**src/rtl/ex_operand_stage_pkg.sv**
```systemverilog
// Shared core definitions for the operand stage: ALU op encodings and the
// forwarding-source select used by the bypass muxes.
package ex_operand_stage_pkg;

  localparam int XLEN = 32;
  localparam int REG_W = 5;
  localparam int OP_W = 4;

  localparam logic [OP_W-1:0] EXE_ADD_OP  = 4'd0;
  localparam logic [OP_W-1:0] EXE_SUB_OP  = 4'd1;
  localparam logic [OP_W-1:0] EXE_AND_OP  = 4'd2;
  localparam logic [OP_W-1:0] EXE_OR_OP   = 4'd3;
  localparam logic [OP_W-1:0] EXE_XOR_OP  = 4'd4;
  localparam logic [OP_W-1:0] EXE_SLL_OP  = 4'd5;
  localparam logic [OP_W-1:0] EXE_SRL_OP  = 4'd6;
  localparam logic [OP_W-1:0] EXE_SRA_OP  = 4'd7;
  localparam logic [OP_W-1:0] EXE_SLT_OP  = 4'd8;
  localparam logic [OP_W-1:0] EXE_SLTU_OP = 4'd9;

  typedef enum logic [1:0] {
    FWD_RF  = 2'd0,
    FWD_MEM = 2'd1,
    FWD_WB  = 2'd2
  } fwd_sel_e;

endpackage

```
**src/rtl/ex_operand_stage_if.sv**
```systemverilog
// Decode-to-execute bus of the operand stage, including producer bypass ports.
// Handshake: an instruction moves from decode when id_valid & id_ready & ~flush
// at a rising edge; ex_valid holds with its payload until ex_ready is seen high.
interface ex_operand_stage_if;
  import ex_operand_stage_pkg::*;

  logic                  id_valid;
  logic                  id_ready;
  logic [REG_W-1:0]      id_rs1;
  logic [REG_W-1:0]      id_rs2;
  logic                  id_rs1_used;
  logic                  id_rs2_used;
  logic [XLEN-1:0]       id_rs1_data;
  logic [XLEN-1:0]       id_rs2_data;
  logic [XLEN-1:0]       id_imm;
  logic [XLEN-1:0]       id_pc;
  logic                  id_use_pc;
  logic                  id_use_imm;
  logic [OP_W-1:0]       id_alu_op;
  logic [REG_W-1:0]      id_rd;
  logic                  id_rd_we;

  logic                  fwd_mem_we;
  logic                  fwd_mem_load;
  logic [REG_W-1:0]      fwd_mem_rd;
  logic [XLEN-1:0]       fwd_mem_data;
  logic                  fwd_wb_we;
  logic [REG_W-1:0]      fwd_wb_rd;
  logic [XLEN-1:0]       fwd_wb_data;

  logic                  flush;
  logic                  ex_ready;
  logic                  ex_valid;
  logic [XLEN-1:0]       ex_alu_a;
  logic [XLEN-1:0]       ex_alu_b;
  logic [OP_W-1:0]       ex_alu_op;
  logic [REG_W-1:0]      ex_rd;
  logic                  ex_rd_we;

  // Observability of the bypass decisions
  fwd_sel_e              rs1_sel;
  fwd_sel_e              rs2_sel;
  logic                  hazard;

  modport master (
    output id_valid, id_rs1, id_rs2, id_rs1_used, id_rs2_used, id_rs1_data,
           id_rs2_data, id_imm, id_pc, id_use_pc, id_use_imm, id_alu_op,
           id_rd, id_rd_we, fwd_mem_we, fwd_mem_load, fwd_mem_rd,
           fwd_mem_data, fwd_wb_we, fwd_wb_rd, fwd_wb_data, flush, ex_ready,
    input  id_ready, ex_valid, ex_alu_a, ex_alu_b, ex_alu_op, ex_rd,
           ex_rd_we, rs1_sel, rs2_sel, hazard
  );

  modport slave (
    input  id_valid, id_rs1, id_rs2, id_rs1_used, id_rs2_used, id_rs1_data,
           id_rs2_data, id_imm, id_pc, id_use_pc, id_use_imm, id_alu_op,
           id_rd, id_rd_we, fwd_mem_we, fwd_mem_load, fwd_mem_rd,
           fwd_mem_data, fwd_wb_we, fwd_wb_rd, fwd_wb_data, flush, ex_ready,
    output id_ready, ex_valid, ex_alu_a, ex_alu_b, ex_alu_op, ex_rd,
           ex_rd_we, rs1_sel, rs2_sel, hazard
  );

endinterface

```
**src/rtl/ex_operand_stage_fwd_mux.sv**
```systemverilog
// Bypass mux for one source register: MEM beats WB beats register file,
// and register 0 is never bypassed.
module fwd_mux
  import ex_operand_stage_pkg::*;
(
  input  logic [REG_W-1:0] rs,
  input  logic [XLEN-1:0]  rf_data,
  input  logic             mem_we,
  input  logic [REG_W-1:0] mem_rd,
  input  logic [XLEN-1:0]  mem_data,
  input  logic             wb_we,
  input  logic [REG_W-1:0] wb_rd,
  input  logic [XLEN-1:0]  wb_data,
  output logic [XLEN-1:0]  data,
  output fwd_sel_e         sel
);

  always_comb begin
    sel  = FWD_RF;
    data = rf_data;
    if (rs != '0) begin
      if (mem_we && (mem_rd == rs)) begin
        sel  = FWD_MEM;
        data = mem_data;
      end else if (wb_we && (wb_rd == rs)) begin
        sel  = FWD_WB;
        data = wb_data;
      end
    end
  end

endmodule

```
**src/rtl/ex_operand_stage.sv**
```systemverilog
// Operand stage between decode and execute: resolves bypassed sources,
// stalls on load-use, and registers ALU operands for the EX stage.
module ex_operand_stage
  import ex_operand_stage_pkg::*;
(
  input  logic               clk,
  input  logic               rst_n,
  ex_operand_stage_if.slave  bus
);

  logic [XLEN-1:0] rs1_val;
  logic [XLEN-1:0] rs2_val;
  logic [XLEN-1:0] op_a;
  logic [XLEN-1:0] op_b;
  logic            hazard;
  logic            transfer;
  logic            ex_valid_q;
  logic [XLEN-1:0] alu_a_q;
  logic [XLEN-1:0] alu_b_q;
  logic [OP_W-1:0] alu_op_q;
  logic [REG_W-1:0] rd_q;
  logic            rd_we_q;

  fwd_mux u_fwd_rs1 (
    .rs       (bus.id_rs1),
    .rf_data  (bus.id_rs1_data),
    .mem_we   (bus.fwd_mem_we),
    .mem_rd   (bus.fwd_mem_rd),
    .mem_data (bus.fwd_mem_data),
    .wb_we    (bus.fwd_wb_we),
    .wb_rd    (bus.fwd_wb_rd),
    .wb_data  (bus.fwd_wb_data),
    .data     (rs1_val),
    .sel      (bus.rs1_sel)
  );

  fwd_mux u_fwd_rs2 (
    .rs       (bus.id_rs2),
    .rf_data  (bus.id_rs2_data),
    .mem_we   (bus.fwd_mem_we),
    .mem_rd   (bus.fwd_mem_rd),
    .mem_data (bus.fwd_mem_data),
    .wb_we    (bus.fwd_wb_we),
    .wb_rd    (bus.fwd_wb_rd),
    .wb_data  (bus.fwd_wb_data),
    .data     (rs2_val),
    .sel      (bus.rs2_sel)
  );

  // A load in MEM has no data yet, so a dependent instruction must wait
  assign hazard = bus.fwd_mem_we && bus.fwd_mem_load && (bus.fwd_mem_rd != '0) &&
                  ((bus.id_rs1_used && (bus.id_rs1 == bus.fwd_mem_rd)) ||
                   (bus.id_rs2_used && (bus.id_rs2 == bus.fwd_mem_rd)));

  assign op_a = bus.id_use_pc  ? bus.id_pc  : rs1_val;
  assign op_b = bus.id_use_imm ? bus.id_imm : rs2_val;

  assign bus.id_ready = bus.flush || ((!ex_valid_q || bus.ex_ready) && !hazard);
  assign transfer     = bus.id_valid && bus.id_ready && !bus.flush;

  always_ff @(posedge clk) begin
    if (!rst_n) begin
      ex_valid_q <= 1'b0;
      alu_a_q    <= '0;
      alu_b_q    <= '0;
      alu_op_q   <= '0;
      rd_q       <= '0;
      rd_we_q    <= 1'b0;
    end else if (bus.flush) begin
      ex_valid_q <= 1'b0;
    end else if (transfer) begin
      ex_valid_q <= 1'b1;
      alu_a_q    <= op_a;
      alu_b_q    <= op_b;
      alu_op_q   <= bus.id_alu_op;
      rd_q       <= bus.id_rd;
      rd_we_q    <= bus.id_rd_we;
    end else if (!ex_valid_q || bus.ex_ready) begin
      ex_valid_q <= 1'b0;
    end
  end

  assign bus.hazard    = hazard;
  assign bus.ex_valid  = ex_valid_q;
  assign bus.ex_alu_a  = alu_a_q;
  assign bus.ex_alu_b  = alu_b_q;
  assign bus.ex_alu_op = alu_op_q;
  assign bus.ex_rd     = rd_q;
  assign bus.ex_rd_we  = rd_we_q;

endmodule

```
**src/flat_wrapper.sv**
```systemverilog
// flat-port wrapper written by rule: the top's interface ports become plain ports
module ex_operand_stage_flat import ex_operand_stage_pkg::*;
  (clk, rst_n, bus_id_valid, bus_id_rs1, bus_id_rs2, bus_id_rs1_used, bus_id_rs2_used, bus_id_rs1_data, bus_id_rs2_data, bus_id_imm, bus_id_pc, bus_id_use_pc, bus_id_use_imm, bus_id_alu_op, bus_id_rd, bus_id_rd_we, bus_fwd_mem_we, bus_fwd_mem_load, bus_fwd_mem_rd, bus_fwd_mem_data, bus_fwd_wb_we, bus_fwd_wb_rd, bus_fwd_wb_data, bus_flush, bus_ex_ready, bus_id_ready, bus_ex_valid, bus_ex_alu_a, bus_ex_alu_b, bus_ex_alu_op, bus_ex_rd, bus_ex_rd_we, bus_rs1_sel, bus_rs2_sel, bus_hazard);
  ex_operand_stage_if bus_i ();
  input  logic clk;
  input  logic rst_n;
  input wire logic [$bits(bus_i.id_valid)-1:0] bus_id_valid;
  input wire logic [$bits(bus_i.id_rs1)-1:0] bus_id_rs1;
  input wire logic [$bits(bus_i.id_rs2)-1:0] bus_id_rs2;
  input wire logic [$bits(bus_i.id_rs1_used)-1:0] bus_id_rs1_used;
  input wire logic [$bits(bus_i.id_rs2_used)-1:0] bus_id_rs2_used;
  input wire logic [$bits(bus_i.id_rs1_data)-1:0] bus_id_rs1_data;
  input wire logic [$bits(bus_i.id_rs2_data)-1:0] bus_id_rs2_data;
  input wire logic [$bits(bus_i.id_imm)-1:0] bus_id_imm;
  input wire logic [$bits(bus_i.id_pc)-1:0] bus_id_pc;
  input wire logic [$bits(bus_i.id_use_pc)-1:0] bus_id_use_pc;
  input wire logic [$bits(bus_i.id_use_imm)-1:0] bus_id_use_imm;
  input wire logic [$bits(bus_i.id_alu_op)-1:0] bus_id_alu_op;
  input wire logic [$bits(bus_i.id_rd)-1:0] bus_id_rd;
  input wire logic [$bits(bus_i.id_rd_we)-1:0] bus_id_rd_we;
  input wire logic [$bits(bus_i.fwd_mem_we)-1:0] bus_fwd_mem_we;
  input wire logic [$bits(bus_i.fwd_mem_load)-1:0] bus_fwd_mem_load;
  input wire logic [$bits(bus_i.fwd_mem_rd)-1:0] bus_fwd_mem_rd;
  input wire logic [$bits(bus_i.fwd_mem_data)-1:0] bus_fwd_mem_data;
  input wire logic [$bits(bus_i.fwd_wb_we)-1:0] bus_fwd_wb_we;
  input wire logic [$bits(bus_i.fwd_wb_rd)-1:0] bus_fwd_wb_rd;
  input wire logic [$bits(bus_i.fwd_wb_data)-1:0] bus_fwd_wb_data;
  input wire logic [$bits(bus_i.flush)-1:0] bus_flush;
  input wire logic [$bits(bus_i.ex_ready)-1:0] bus_ex_ready;
  output wire logic [$bits(bus_i.id_ready)-1:0] bus_id_ready;
  output wire logic [$bits(bus_i.ex_valid)-1:0] bus_ex_valid;
  output wire logic [$bits(bus_i.ex_alu_a)-1:0] bus_ex_alu_a;
  output wire logic [$bits(bus_i.ex_alu_b)-1:0] bus_ex_alu_b;
  output wire logic [$bits(bus_i.ex_alu_op)-1:0] bus_ex_alu_op;
  output wire logic [$bits(bus_i.ex_rd)-1:0] bus_ex_rd;
  output wire logic [$bits(bus_i.ex_rd_we)-1:0] bus_ex_rd_we;
  output wire logic [$bits(bus_i.rs1_sel)-1:0] bus_rs1_sel;
  output wire logic [$bits(bus_i.rs2_sel)-1:0] bus_rs2_sel;
  output wire logic [$bits(bus_i.hazard)-1:0] bus_hazard;
  assign bus_i.id_valid = bus_id_valid;
  assign bus_i.id_rs1 = bus_id_rs1;
  assign bus_i.id_rs2 = bus_id_rs2;
  assign bus_i.id_rs1_used = bus_id_rs1_used;
  assign bus_i.id_rs2_used = bus_id_rs2_used;
  assign bus_i.id_rs1_data = bus_id_rs1_data;
  assign bus_i.id_rs2_data = bus_id_rs2_data;
  assign bus_i.id_imm = bus_id_imm;
  assign bus_i.id_pc = bus_id_pc;
  assign bus_i.id_use_pc = bus_id_use_pc;
  assign bus_i.id_use_imm = bus_id_use_imm;
  assign bus_i.id_alu_op = bus_id_alu_op;
  assign bus_i.id_rd = bus_id_rd;
  assign bus_i.id_rd_we = bus_id_rd_we;
  assign bus_i.fwd_mem_we = bus_fwd_mem_we;
  assign bus_i.fwd_mem_load = bus_fwd_mem_load;
  assign bus_i.fwd_mem_rd = bus_fwd_mem_rd;
  assign bus_i.fwd_mem_data = bus_fwd_mem_data;
  assign bus_i.fwd_wb_we = bus_fwd_wb_we;
  assign bus_i.fwd_wb_rd = bus_fwd_wb_rd;
  assign bus_i.fwd_wb_data = bus_fwd_wb_data;
  assign bus_i.flush = bus_flush;
  assign bus_i.ex_ready = bus_ex_ready;
  assign bus_id_ready = bus_i.id_ready;
  assign bus_ex_valid = bus_i.ex_valid;
  assign bus_ex_alu_a = bus_i.ex_alu_a;
  assign bus_ex_alu_b = bus_i.ex_alu_b;
  assign bus_ex_alu_op = bus_i.ex_alu_op;
  assign bus_ex_rd = bus_i.ex_rd;
  assign bus_ex_rd_we = bus_i.ex_rd_we;
  assign bus_rs1_sel = bus_i.rs1_sel;
  assign bus_rs2_sel = bus_i.rs2_sel;
  assign bus_hazard = bus_i.hazard;
  ex_operand_stage u_core (.clk(clk), .rst_n(rst_n), .bus(bus_i));
endmodule
```
**config.mk**
```make
export PLATFORM = sky130hd
export DESIGN_NAME = ex_operand_stage_flat
export DESIGN_NICKNAME = d
export VERILOG_FILES = /design/src/rtl/ex_operand_stage_pkg.sv /design/src/rtl/ex_operand_stage_if.sv /design/src/rtl/ex_operand_stage_fwd_mux.sv /design/src/rtl/ex_operand_stage.sv /design/src/flat_wrapper.sv
export SDC_FILE = /design/constraint.sdc
export NUM_CORES = 1
export LEC_CHECK = 0
export CORE_AREA = 2 2 123 125
export CTS_BUF_LIST = sky130_fd_sc_hd__clkbuf_8
export DETAILED_ROUTE_END_ITERATION = 8
export DIE_AREA = 0 0 125 127
export DONT_BUFFER_PORTS = 1
export GPL_ROUTABILITY_DRIVEN = 1
export PLACE_DENSITY = 0.54
export SYNTH_ARGS = -nofsm -noshare
export SYNTH_HDL_FRONTEND = slang
export SYNTH_HIERARCHICAL = 1
export SYNTH_SLANG_ARGS = --single-unit
export TNS_END_PERCENT = 50
```
**constraint.sdc**
```tcl
create_clock -name clk -period 4.29 [get_ports clk]
set_input_delay 0.858 -clock clk [delete_from_list [all_inputs] [get_ports clk]]
set_output_delay 0.858 -clock clk [all_outputs]
set_load 0.05 [all_outputs]
```
==> impl_metrics.tcl <==
set metrics [dict create \
    outcome "finished, final reports clean" \
    fillers 1428 \
    ios 315 \
    p_int_mw 1.25 \
    synth_cell_types 30 \
    antenna_left 0 \
    seq_area_frac_synth 0.273 \
    cts_hold_buf 0 \
    worst-path-max-fanout 5 \
    fmaxAchievable_ghz 0.318 \
    cts_root_buffer "clkbuf_8" \
    clkPwrFrac 0.350 \
    viasPerCell 6.30 \
    setup_tns_ns 0 \
    syn-cell-area_um2 5500 \
    placed_area_um2 5400 \
    hold_class "input pin to register" \
    vdd_drop_max_mv 0.141 \
    die_h_um 127 \
    hold_viol 0 \
    power_density_nw_per_um2 327 \
    synth_edf_count 0 \
    grt_util_met1 0.255 \
    crit_path_end_kind "output pin" \
    grt_overflow 0 \
    met3_usage 0.0716 \
    drt_iter0_drc 290 \
    postCtsSetupBuffers 0 \
    pre_cts_slack_ns 1.17 \
    final.setup_skew_ns 0.00946 \
    grt_pass1_vias 4689 \
    setup_ws_ns 1.15 \
    grt_usage 0.220 \
    drv_slew 0 \
    netlist_top_cells_count "77 x nand2_1, 75 x dfxtp_1, 69 x o22ai_2" \
    ys.flop_type "dfxtp_1" \
    core-area_um2 14400 \
    rows 44 \
    cts_sinks 75 \
    yosys.area.top_type "dfxtp_1" \
    firstDrtPassIters 4 \
    swShare 0.322 \
    p_leak_nw 2.04 \
    setup_viol 0 \
    syn_nets 788 \
    start_util 0.381 \
    final.period_utilization 0.733 \
    syn_inst 554 \
    yosysTopAreaCellShare 0.273 \
    cts_tree "done" \
    pwr-share-seq 0.490 \
    dp_hpwl_mm 12.7 \
    rsz0062_at_grt "no" \
    synthToLayoutAreaGrowth_pct 2.57 \
    startpoint_type "input pin" \
    max_slew_margin 0.511 \
    io_buffer_count 0 \
    clock_latency_ns 0.36 \
    p_sw_uw 593 \
    nets 746 \
    clk_pin_slew_ns 0.09 \
    cp.required_ns 3.43 \
    total_power_mw 1.84 \
    max_cap_violations 0 \
    clockBufferDepth 2 \
    ys_ff_latch 75 \
    ys_top_cells_by_area "dfxtp_1 27%, o22ai_2 16%, o221a_1 13%, mux2i_1 12%, nand3b_1 9.0%" \
    synth.most_common_cell "nand2_1" \
    p_comb_frac 0.160 \
    holdWs_ns 0.651 \
    worst_pin_slew_ns 0.733 \
    fp.dieW_um 125 \
    period_minus_slack_ns 3.14 \
    fin_area_um2 5640 \
    avgSynthCellArea_um2 9.92 \
    async_flop_share 0 \
    grt_max_degree 76 \
    drc 0 \
    drt-total-wl_mm 18.1 \
    wire_per_inst_um 25.8 \
    arrival_ns 2.29 \
    gp_congestion 0.880 \
    h-tree-depth 3 \
    vias 4428 \
    grt_use_met2 0.378 \
    cts_inserted_buffers 9 \
    grt_pass1_wl_mm 27.3 \
    ys_warn_count 6 \
    cts_resized 0 \
    die_area_um2 15900 \
    critical_path_class "input pin to output pin" \
    antenna_found_initial 1 \
    busiest_layer "met2" \
    drive_above_1_share 0.193 \
]
-- per-layer routing --
metal  part of all wire  up-vias  routed length (um)
li1                   -     2022                   -
met1               0.39     2161                7110
met2               0.51      222                9170
met3              0.083       23                1500
met4              0.019        0                 347
met5                  0        -                   0
-- power by group through the flow --
| stage | clock network, mW | logic (mW) | registers [mW] |
|---|---|---|---|
| final | 0.645 | 0.294 | 0.904 |
| after global routing | 0.695 | 0.320 | 0.909 |
| after CTS | 0.670 | 0.294 | 0.905 |
| after detailed placement | 0 | 0.294 | 0.921 |
| after global placement | 0 | 0.285 | 0.921 |
| after floorplan | 0 | 0.286 | 0.907 |
-- path summary, 6_finish.rpt --
kind                            cells after the start                                 from  slack (ns)                              endpoint
worst max register to register                      6     u_core/bus.ex_valid$_SDFFE_PP0P_        2.16  u_core/bus.ex_alu_b[16]$_SDFFE_PN0P_
worst max-delay path                                5                    bus_fwd_mem_rd[3]        1.15                          bus_id_ready
worst min register to register                      2  u_core/bus.ex_alu_a[8]$_SDFFE_PN0P_        0.72   u_core/bus.ex_alu_a[8]$_SDFFE_PN0P_
worst min-delay path                                2                         bus_id_rd[1]        0.65      u_core/bus.ex_rd[1]$_SDFFE_PN0P_
-- metrics by stage --
stage                     utilization  cells
after floorplan                     -    554
after global placement          0.374    685
after detailed placement        0.374    685
after CTS                       0.391    701
after global routing            0.391    702
final                           0.391    703
-- area by class of cell --
class,instances,area (um^2),area share
Clock inverter,5,85.1,0.0151
Clock buffer,11,151,0.0268
Timing Repair Buffer,7,77.6,0.0138
Inverter,15,56.3,0.00998
Sequential cell,75,1500,0.266
Multi-Input combinational cell,404,3530,0.626
Tap cell,184,230,0.0408
Antenna cell,2,5.00,0.000888
-- flip-flops by register name, summed over array words and instances, names as in the netlist --
signal                flops
u_core/bus.ex_alu_op      4
u_core/bus.ex_alu_b      32
u_core/bus.ex_rd_we       1
u_core/bus.ex_alu_a      32
u_core/bus.ex_valid       1
u_core/bus.ex_rd          5
-- kinds of logic (layout without fill, tap and decap cells) --
kind of cell | after synthesis | in the layout | share of synthesized area
and+or+nand+nor | 163 | 163 | 0.165
buffers and inverters | 75 | 38 | 0.0872
muxes | 64 | 64 | 0.117
xor gates and xnor gates | 30 | 30 | 0.0478
other | 0 | 2 | 0
DFF | 75 | 75 | 0.273
AOI/OAI and AO/OA | 147 | 147 | 0.310
-- critical path, stage by stage --
cell,delay [ns]
xor2_1,0.14
nor4_1,0.38
a32oi_1,0.33
o21ai_0,0.25
nand2_1,0.33
-- placed cells by master, fill, tap and decap left out, types with 2 or more instances in the layout --
master,instances
nand2_1,77
dfxtp_1,75
o22ai_2,69
nand3b_1,66
mux2i_1,64
o221a_1,64
xor2_1,20
inv_1,13
clkbuf_8,11
xnor2_1,10
buf_4,5
nor2_1,5
o22ai_1,5
nor4_1,4
or4_1,4
and2_0,3
diode_2,2
bufinv_16,2
clkinv_4,2
o21ai_0,2
buf_12,2
nand4_1,2
a21o_4,2
inv_2,2
No activity file was read; power rests on OpenSTA's default activity.
